<file path="src/rtl/riscv_muldiv_unit_if.sv">
// Operand/result handshake bundle between the execute stage and the M-extension unit.
interface riscv_muldiv_unit_if #(
    parameter int XLEN = 32
);
    logic            in_valid;
    logic            in_ready;
    logic [2:0]      funct3;
    logic [XLEN-1:0] op_a;
    logic [XLEN-1:0] op_b;
    logic [4:0]      rd_in;
    logic            out_valid;
    logic            out_ready;
    logic [XLEN-1:0] result;
    logic [4:0]      rd_out;
    logic            busy;

    modport master (
        output in_valid, funct3, op_a, op_b, rd_in, out_ready,
        input  in_ready, out_valid, result, rd_out, busy
    );

    modport slave (
        input  in_valid, funct3, op_a, op_b, rd_in, out_ready,
        output in_ready, out_valid, result, rd_out, busy
    );
endinterface

</file>
<file path="src/rtl/riscv_muldiv_unit.sv">
// RV M-extension multiply/divide unit with valid/ready handshake and flush.
// Signed ops run on magnitudes through one shared iterative core; the sign is applied on entry to DONE.
module riscv_muldiv_unit #(
    parameter int XLEN     = 32,
    parameter bit FAST_MUL = 1'b1
) (
    input  logic               clk_i,
    input  logic               rst_i,
    input  logic               flush_i,
    riscv_muldiv_unit_if.slave md_if
);
    localparam int CNT_W = ($clog2(XLEN) + 1 > 5) ? $clog2(XLEN) + 1 : 5;
    localparam logic [CNT_W-1:0] LAST_ITER = CNT_W'(XLEN - 1);
    localparam logic [XLEN-1:0]  MIN_INT   = {1'b1, {(XLEN-1){1'b0}}};

    typedef enum logic [1:0] {IDLE, CALC, DONE} state_e;

    state_e            state_q, state_d;
    logic [2*XLEN-1:0] acc_q, acc_d;
    logic [XLEN-1:0]   b_q, b_d;
    logic [2:0]        op_q, op_d;
    logic              neg_q, neg_d;
    logic [4:0]        tag_q, tag_d;
    logic [CNT_W-1:0]  cnt_q, cnt_d;
    logic [XLEN-1:0]   result_q, result_d;
    logic [4:0]        rd_out_q, rd_out_d;

    logic              a_signed, b_signed, a_neg, b_neg, in_neg;
    logic              is_div, div_zero, div_ovf;
    logic [XLEN-1:0]   mag_a, mag_b;
    logic [2*XLEN-1:0] fast_prod;
    logic [XLEN:0]     mul_sum;
    logic [2*XLEN:0]   div_shift;
    logic [XLEN:0]     div_diff;
    logic [2*XLEN-1:0] acc_step;

    // For multiplies raw is the full product; for divides it is {remainder, quotient}.
    function automatic logic [XLEN-1:0] fix_result(input logic [2:0] f, input logic neg,
                                                   input logic [2*XLEN-1:0] raw);
        logic [2*XLEN-1:0] prod;
        logic [XLEN-1:0]   quo;
        logic [XLEN-1:0]   rem;
        prod = neg ? -raw : raw;
        quo  = neg ? -raw[XLEN-1:0] : raw[XLEN-1:0];
        rem  = neg ? -raw[2*XLEN-1:XLEN] : raw[2*XLEN-1:XLEN];
        if (!f[2]) begin
            fix_result = (f[1:0] == 2'b00) ? prod[XLEN-1:0] : prod[2*XLEN-1:XLEN];
        end else begin
            fix_result = f[1] ? rem : quo;
        end
    endfunction

    always_comb begin
        is_div    = md_if.funct3[2];
        a_signed  = (md_if.funct3 != 3'b011) && (md_if.funct3 != 3'b101) && (md_if.funct3 != 3'b111);
        b_signed  = (md_if.funct3[2:1] == 2'b00) || (md_if.funct3[2] && !md_if.funct3[0]);
        a_neg     = a_signed && md_if.op_a[XLEN-1];
        b_neg     = b_signed && md_if.op_b[XLEN-1];
        mag_a     = a_neg ? -md_if.op_a : md_if.op_a;
        mag_b     = b_neg ? -md_if.op_b : md_if.op_b;
        in_neg    = (md_if.funct3 == 3'b110) ? a_neg : (a_neg ^ b_neg);
        div_zero  = is_div && (md_if.op_b == '0);
        div_ovf   = is_div && !md_if.funct3[0] && (md_if.op_a == MIN_INT) && (md_if.op_b == '1);
        fast_prod = {{XLEN{1'b0}}, mag_a} * {{XLEN{1'b0}}, mag_b};
    end

    // One shift-add or one restoring-divide step per CALC cycle.
    always_comb begin
        mul_sum   = {1'b0, acc_q[2*XLEN-1:XLEN]} + (acc_q[0] ? {1'b0, b_q} : '0);
        div_shift = {acc_q, 1'b0};
        div_diff  = div_shift[2*XLEN:XLEN] - {1'b0, b_q};
        if (op_q[2]) begin
            acc_step = div_diff[XLEN] ? div_shift[2*XLEN-1:0]
                                      : {div_diff[XLEN-1:0], div_shift[XLEN-1:1], 1'b1};
        end else begin
            acc_step = {mul_sum, acc_q[XLEN-1:1]};
        end
    end

    always_comb begin
        state_d  = state_q;
        acc_d    = acc_q;
        b_d      = b_q;
        op_d     = op_q;
        neg_d    = neg_q;
        tag_d    = tag_q;
        cnt_d    = cnt_q;
        result_d = result_q;
        rd_out_d = rd_out_q;
        if (flush_i) begin
            state_d = IDLE;
        end else begin
            case (state_q)
                IDLE: begin
                    if (md_if.in_valid) begin
                        op_d  = md_if.funct3;
                        tag_d = md_if.rd_in;
                        neg_d = in_neg;
                        cnt_d = '0;
                        if (div_zero) begin
                            state_d  = DONE;
                            result_d = md_if.funct3[1] ? md_if.op_a : '1;
                            rd_out_d = md_if.rd_in;
                        end else if (div_ovf) begin
                            state_d  = DONE;
                            result_d = md_if.funct3[1] ? '0 : md_if.op_a;
                            rd_out_d = md_if.rd_in;
                        end else if (FAST_MUL && !is_div) begin
                            state_d  = DONE;
                            result_d = fix_result(md_if.funct3, in_neg, fast_prod);
                            rd_out_d = md_if.rd_in;
                        end else begin
                            state_d = CALC;
                            acc_d   = {{XLEN{1'b0}}, is_div ? mag_a : mag_b};
                            b_d     = is_div ? mag_b : mag_a;
                        end
                    end
                end
                CALC: begin
                    acc_d = acc_step;
                    cnt_d = cnt_q + CNT_W'(1);
                    if (cnt_q == LAST_ITER) begin
                        state_d  = DONE;
                        result_d = fix_result(op_q, neg_q, acc_step);
                        rd_out_d = tag_q;
                    end
                end
                DONE: begin
                    if (md_if.out_ready) begin
                        state_d = IDLE;
                    end
                end
                default: state_d = IDLE;
            endcase
        end
    end

    always_ff @(posedge clk_i) begin
        if (rst_i) begin
            state_q  <= IDLE;
            acc_q    <= '0;
            b_q      <= '0;
            op_q     <= '0;
            neg_q    <= 1'b0;
            tag_q    <= '0;
            cnt_q    <= '0;
            result_q <= '0;
            rd_out_q <= '0;
        end else begin
            state_q  <= state_d;
            acc_q    <= acc_d;
            b_q      <= b_d;
            op_q     <= op_d;
            neg_q    <= neg_d;
            tag_q    <= tag_d;
            cnt_q    <= cnt_d;
            result_q <= result_d;
            rd_out_q <= rd_out_d;
        end
    end

    assign md_if.in_ready  = (state_q == IDLE) && !rst_i;
    assign md_if.out_valid = (state_q == DONE);
    assign md_if.busy      = (state_q == CALC) || (state_q == DONE);
    assign md_if.result    = result_q;
    assign md_if.rd_out    = rd_out_q;
endmodule

</file>
<file path="src/flat_wrapper.sv">
// flat-port wrapper written by rule: the top's interface ports become plain ports
module riscv_muldiv_unit_flat 
#(
    parameter int XLEN     = 32,
    parameter bit FAST_MUL = 1'b1
)
  (clk_i, rst_i, flush_i, md_if_in_valid, md_if_funct3, md_if_op_a, md_if_op_b, md_if_rd_in, md_if_out_ready, md_if_in_ready, md_if_out_valid, md_if_result, md_if_rd_out, md_if_busy);
  riscv_muldiv_unit_if #(.XLEN(XLEN)) md_if_i ();
  input  logic clk_i;
  input  logic rst_i;
  input  logic flush_i;
  input wire logic [$bits(md_if_i.in_valid)-1:0] md_if_in_valid;
  input wire logic [$bits(md_if_i.funct3)-1:0] md_if_funct3;
  input wire logic [$bits(md_if_i.op_a)-1:0] md_if_op_a;
  input wire logic [$bits(md_if_i.op_b)-1:0] md_if_op_b;
  input wire logic [$bits(md_if_i.rd_in)-1:0] md_if_rd_in;
  input wire logic [$bits(md_if_i.out_ready)-1:0] md_if_out_ready;
  output wire logic [$bits(md_if_i.in_ready)-1:0] md_if_in_ready;
  output wire logic [$bits(md_if_i.out_valid)-1:0] md_if_out_valid;
  output wire logic [$bits(md_if_i.result)-1:0] md_if_result;
  output wire logic [$bits(md_if_i.rd_out)-1:0] md_if_rd_out;
  output wire logic [$bits(md_if_i.busy)-1:0] md_if_busy;
  assign md_if_i.in_valid = md_if_in_valid;
  assign md_if_i.funct3 = md_if_funct3;
  assign md_if_i.op_a = md_if_op_a;
  assign md_if_i.op_b = md_if_op_b;
  assign md_if_i.rd_in = md_if_rd_in;
  assign md_if_i.out_ready = md_if_out_ready;
  assign md_if_in_ready = md_if_i.in_ready;
  assign md_if_out_valid = md_if_i.out_valid;
  assign md_if_result = md_if_i.result;
  assign md_if_rd_out = md_if_i.rd_out;
  assign md_if_busy = md_if_i.busy;
  riscv_muldiv_unit #(.XLEN(XLEN), .FAST_MUL(FAST_MUL)) u_core (.clk_i(clk_i), .rst_i(rst_i), .flush_i(flush_i), .md_if(md_if_i));
endmodule
</file>
<file path="config.mk">
export PLATFORM = sky130hd
export DESIGN_NAME = riscv_muldiv_unit_flat
export DESIGN_NICKNAME = d
export VERILOG_FILES = /design/src/rtl/riscv_muldiv_unit_if.sv /design/src/rtl/riscv_muldiv_unit.sv /design/src/flat_wrapper.sv
export SDC_FILE = /design/constraint.sdc
export NUM_CORES = 2
export LEC_CHECK = 0
export CAP_MARGIN = 20
export CORE_MARGIN = 2
export CORE_UTILIZATION = 35
export DETAILED_ROUTE_END_ITERATION = 12
export GPL_ROUTABILITY_DRIVEN = 0
export GPL_TIMING_DRIVEN = 0
export HOLD_SLACK_MARGIN = 0.06
export PLACE_DENSITY = 0.51
export SLEW_MARGIN = 20
export SYNTH_ARGS = -nofsm -noshare
export SYNTH_HDL_FRONTEND = slang
export SYNTH_SLANG_ARGS = --single-unit
</file>
<file path="constraint.sdc">
create_clock -name clk_i -period 18 [get_ports clk_i]
set_clock_uncertainty 0.2 [all_clocks]
set_input_delay 4.5 -clock clk_i [delete_from_list [all_inputs] [get_ports clk_i]]
set_output_delay 4.5 -clock clk_i [all_outputs]
set_load 0.05 [all_outputs]
</file>
---- Word-level counts from Yosys, hierarchy flattened ----
Index checks and enable logic that the tools add are counted.
Widths: inputs -> output; s select.
word-level totals
  flip-flop bits (word level) ............. 150
  input port bits ......................... 77
  word-level logic and storage cells ...... 107
operators by class
  add/subtract/negate cells ............... 9
  $mul .................................... 1
  equality and inequality tests ........... 16
  multiplexer cells ....................... 42
  bitwise gates (word level) .............. 4
  reduce and logical (&&, ||, !) cells .... 26
operator list
  cell                  number
  $mux 32               16
  $mux 64               8
  $neg 32->32           4
  $neg 64->64           2
  $pmux 64 s2           1
  $eq 32x32->1 const B  2
  $mul 32x32->64        1
  $pmux 32 s2           1
  $add 32x33->33        1
  $sub 33x32->33        1
  $logic_not 32->1      1
  $mux 5                5
  $mux 2                6
  $pmux 6 s2            1
  $reduce_and 6->1      2
  $ne 2x2->1 const B    5
  $pmux 5 s2            1
  $logic_and 1x1->1     9
  $reduce_and 3->1      3
  $logic_not 2->1       4
  $add 6x1->6 const B   1
  $eq 6x5->1 const B    1
  $mux 6                1
  $ne 3x3->1 const B    2
  15 further kinds      19

---- Depth between registers and ports, before layout ----
  depth after elaboration ................. 14
  mapped depth ............................ 43
  gate-level depth less buffers ........... 39

---- Worst setup path after synthesis ----
No wires, ideal clock.
  path type ............................... input to register
  start point ............................. input port md_if_op_b[6]
  end point ............................... register u_core.result_q[28], in the netlist u_core.md_if.result[28]
  library setup time ...................... 0.117 ns
  arrival ................................. 15.404 ns
  slack ................................... 2.279 ns
  stages .................................. 36
  cells stage by stage .................... clkbuf_1 > or4_1 > or4b_1 > or3_1 > or3_1 > o21ai_0 > xnor2_1 > clkbuf_1 > clkbuf_1 > nand2_1 > fa_1 > fa_1 > inv_1 > fa_1 > fa_1 > fa_1 > fa_1 > fa_1 > inv_1 > fa_1 > inv_1 > ha_1 > clkbuf_1 > a21oi_1 > o21ai_0 > a21oi_1 > nand4_1 > o21ai_0 > xor2_1 > nor4bb_1 > nand3_1 > or3_4 > nor4_1 > mux2_2 > a221o_1 > a32o_1
on the way
  cells in the longest elaborated chain, start to end .. 11
  elaborated cells between the ends (all ways) .. 17
  those cells by class .................... add/sub (2); mul (1); eq/ne (2); mux (8); reduce/logical (4)
RTL lines
  item                  line                      text
  start, declared       flat_wrapper.sv:15        input wire logic [$bits(md_if_i.op_b)-1:0] md_if_op_b;
  $neg 32->32           riscv_muldiv_unit.sv:60   mag_b = b_neg ? -md_if.op_b : md_if.op_b;
  $mux 32               riscv_muldiv_unit.sv:60
  $mul 32x32->64        riscv_muldiv_unit.sv:64   fast_prod = {{XLEN{1'b0}}, mag_a} * {{XLEN{1'b0}}, mag_b};
  $neg 64->64           riscv_muldiv_unit.sv:43   prod = neg ? -raw : raw;
  $mux 64               riscv_muldiv_unit.sv:43
  $mux 32               riscv_muldiv_unit.sv:47   fix_result = (f[1:0] == 2'b00) ? prod[XLEN-1:0] : prod[2*XLEN-1:XLEN];
  $mux 32               riscv_muldiv_unit.sv:108  end else if (FAST_MUL && !is_div) begin
  $mux 32               riscv_muldiv_unit.sv:104  end else if (div_ovf) begin
  $mux 32               riscv_muldiv_unit.sv:100  if (div_zero) begin
  $mux 32               riscv_muldiv_unit.sv:95   if (md_if.in_valid) begin
  $pmux 32 s2           riscv_muldiv_unit.sv:93   case (state_q)
  end signal, assigned  riscv_muldiv_unit.sv:157  result_q <= result_d;
  end, declared         riscv_muldiv_unit.sv:25   logic [XLEN-1:0] result_q, result_d;
Parallel ways exist; a longest one is shown, timed or not. The select of a mux whose other input is x is not followed.
A chain may end at the register's enable or synchronous reset.

---- Final worst setup path ----
  start point ............................. input port md_if_op_b[7]
  end point ............................... register u_core.result_q[28], in the netlist u_core.md_if.result[28]
The elaborated chain is that of the path after synthesis.

==> reports/results.tsv <==
metric	value	unit
status	finished clean	
Hold Fails Final Rpt	0	
highest cell delay on the worst timing path	1.00	ns
Slew Limit Fails	0	
Reg2Reg Setup Slack	8.86	ns
DR pass1 iterations	6	
hold path depth	2	
clk root buf	clkbuf_16	
total die area	151000	um2
Final Util	38.9	%
GRT overflow	0	
DR DRC count	0	
Mean Syn Cell Area	7.79	um2
worst r2r dst	u_core.md_if.result[2]	
gr usage total	33.5	%
Final setup viols	0	
# rows	141	
number of max-cap violations	0	
Final nets	8110	
ys async rst share	0	%
CTS tree	done	
#FFs+latches synth	150	
fmax	55.9	MHz
die width	389	um
DP HPWL	216000	um
Crit path top cell by count	fa_1	
Post-Synth Simple-Gate Area	20.0	%
worst r2r path cells	23	
CTS Hold Buffers Added	0	
Core Area	147000	um2
fin crit period	17.89	ns
clock sinks	150	
Cells after Synth	6650	
area of the multi-input gates	44600	um2
Final ANT Viol Nets	0	
Initial Util	35.2	%
Crit path required time	18.18	ns
vias	51700	
Die H	389	um
Top Ports	117	
HP Start	u_core.tag_q[3]	
worst min path class	flip-flop to flip-flop	
Clk pin slew, worst setup/hold paths	0.07	ns
DR WL/cell	29.4	um
CP max FO	10	
first-pass GRT wire length	365000	um
Initial DRC Count	5976	
Least-Margin Pin Slew	1.25	ns
slew margin rel.	15.6	%
Port Buffer Count	104	
CTS Buffer Depth	2	
ratio of cells with drive above 1 in the final layout	5.98	%
largest family of logic cells by synthesized area	adder cells	
H-tree depth	4	
Hold Path Sink	u_core.tag_q[3]	
compound-cell area share of the yosys netlist	15.0	%
CP Launch Type	input port	
Post-Syn Nets	7962	
R2R Path Start	u_core.op_q[2]	
number of synthesized flops with an enable pin	0	
Fill cells	15400	
Mapped Area	51800	um2
Skew-Pair Late Insertion Delay	0.49	ns
slowest CP cell	xor2_1	
adder-cell share of the synthesized area	42.8	%
number of global-route vias before repair	50500	
Via density	5.91	
crit share post-route	99.4	%
Main synth FF type	dfxtp_1	
Synth Area in XOR/XNOR	4.90	%
WS Path Type	input port to flip-flop	
mux share of post-synthesis cell area	1.45	%
CP arrival	18.06	ns
Seq/Total Area, Yosys	5.80	%
Syn. warnings	0	
routed wire length	257000	um
initial antenna violation count	14	
Register Area	3000	um2
crit path capture type	flip-flop	
Netlist cell types	113	
Synth-to-Final Area Change	10.6	%
total CTS buffers	17	
largest net degree at the start of global routing	17	
## metrics by stage
stage / cell area (um2) / hold WS (ns) / TNS [ns] / instances / worst slack, ns
floorplan: 51800 / 0.236 / 0 / 6650 / 2.28
global placement: 55300 / 0.243 / -58.32 / 8684 / -2.82
detailed placement: 55900 / 0.247 / -46.87 / 8705 / -2.46
CTS: 56600 / 0.255 / 0 / 8734 / 0.00375
global route: 57300 / 0.274 / -0.0290 / 8744 / -0.0227
finish: 57300 / 0.255 / 0 / 8749 / 0.113
## flip-flops by register name (all words and copies together), names as in the netlist
signal               count
u_core.acc_q            64
u_core.b_q              32
u_core.cnt_q             6
u_core.md_if.rd_out      5
u_core.md_if.result     32
u_core.neg_q             1
u_core.op_q              3
u_core.state_q           2
u_core.tag_q             5
## cells by family (layout without fill, tap and decap cells)
| logic type | count (synthesis) | after routing |
|---|---|---|
| fa+ha+maj | 1235 | 1235 |
| xor+xnor | 290 | 290 |
| mux | 72 | 72 |
| other cells | 0 | 8 |
| flops | 150 | 150 |
| buf+inv | 1366 | 1527 |
| simple gates | 2370 | 2370 |
| compound gates | 1167 | 1167 |
## critical path: cells and delay by family
kind / cells / cell delay [ns]
compound gates: 4 / 1.18
fa+ha+maj: 9 / 4.46
mux: 1 / 0.39
xor+xnor: 2 / 1.29
simple gates: 11 / 3.93
buf+inv: 7 / 2.29
## layout by cell type (no fill, tap or decap), types with 38 or more instances in the layout
master / instances
a31oi_1: 53
dfxtp_1: 150
nand2b_1: 38
ha_1: 337
a21oi_1: 320
a211oi_1: 81
xnor2_1: 118
mux2i_1: 56
xor2_1: 94
nand4_1: 63
and2_1: 73
inv_1: 980
a21o_1: 58
buf_2: 50
o211ai_1: 69
nand3_1: 90
clkdlybuf4s50_1: 103
fa_1: 898
o21ai_0: 209
clkbuf_2: 84
nand2_1: 891
nor3_1: 90
or3_1: 39
nor4_1: 43
clkbuf_1: 214
nor2_1: 879
## cell usage after synthesis (all sizes together) (56+ instances only)
cell type | instances | area (um2)
a211oi | 86 | 673
a21o | 58 | 435
a21oi | 329 | 1680
and2 | 78 | 492
buf | 65 | 298
clkbuf | 319 | 1200
dfxtp | 150 | 3000
fa | 898 | 18000
ha | 337 | 4220
inv | 981 | 3680
mux2i | 56 | 561
nand2 | 892 | 3350
nand3 | 90 | 450
nand4 | 65 | 428
nor2 | 883 | 3320
nor3 | 94 | 485
o211ai | 71 | 543
o21ai | 242 | 1220
xnor2 | 159 | 1390
xor2 | 131 | 1150
## per-layer routing
metal | share of wire [%] | global-route usage, %
met4 | 8.5 | 22.2
met5 | 0.0089 | 0
met1 | 37 | 42.2
met2 | 43 | 51.2
met3 | 11 | 7.97
## repair_timing
action                                  CTS  global route
buffers inserted                          0            12
gates cloned                              0             0
endpoints found under the setup margin   32            28
pin swaps                                 1             6
gates resized for setup                  51           234
## layout make-up
cell class / count / share of cell area [%]
plain buffers: 376 / 2.82
repair buffers: 137 / 2.44
flip-flops and latches: 150 / 5.24
clock buffers: 19 / 0.790
diodes: 8 / 0.0349
well taps: 1930 / 4.21
clock inverters: 13 / 0.275
inverters: 982 / 6.44
multi-input cells: 5134 / 77.8
## worst max path at each step
stage | start | endpoint | slack [ns] | cells after the start
6_report | md_if_op_b[7] | u_core.md_if.result[28] | 0.11 | 34
3_5_place_dp | md_if_op_a[0] | u_core.md_if.result[27] | -2.46 | 38
2_1_floorplan | md_if_op_b[6] | u_core.md_if.result[28] | 2.28 | 36
3_3_place_gp | md_if_op_a[0] | u_core.md_if.result[27] | -2.82 | 41
4_1_cts | md_if_op_b[7] | u_core.md_if.result[28] | 0.004 | 38
5_1_grt | md_if_op_b[7] | u_core.md_if.result[28] | -0.02 | 36
Power is left out: the tool's default activity adds up to more than one toggle a clock period on the data nets, which glitch-free logic cannot reach.
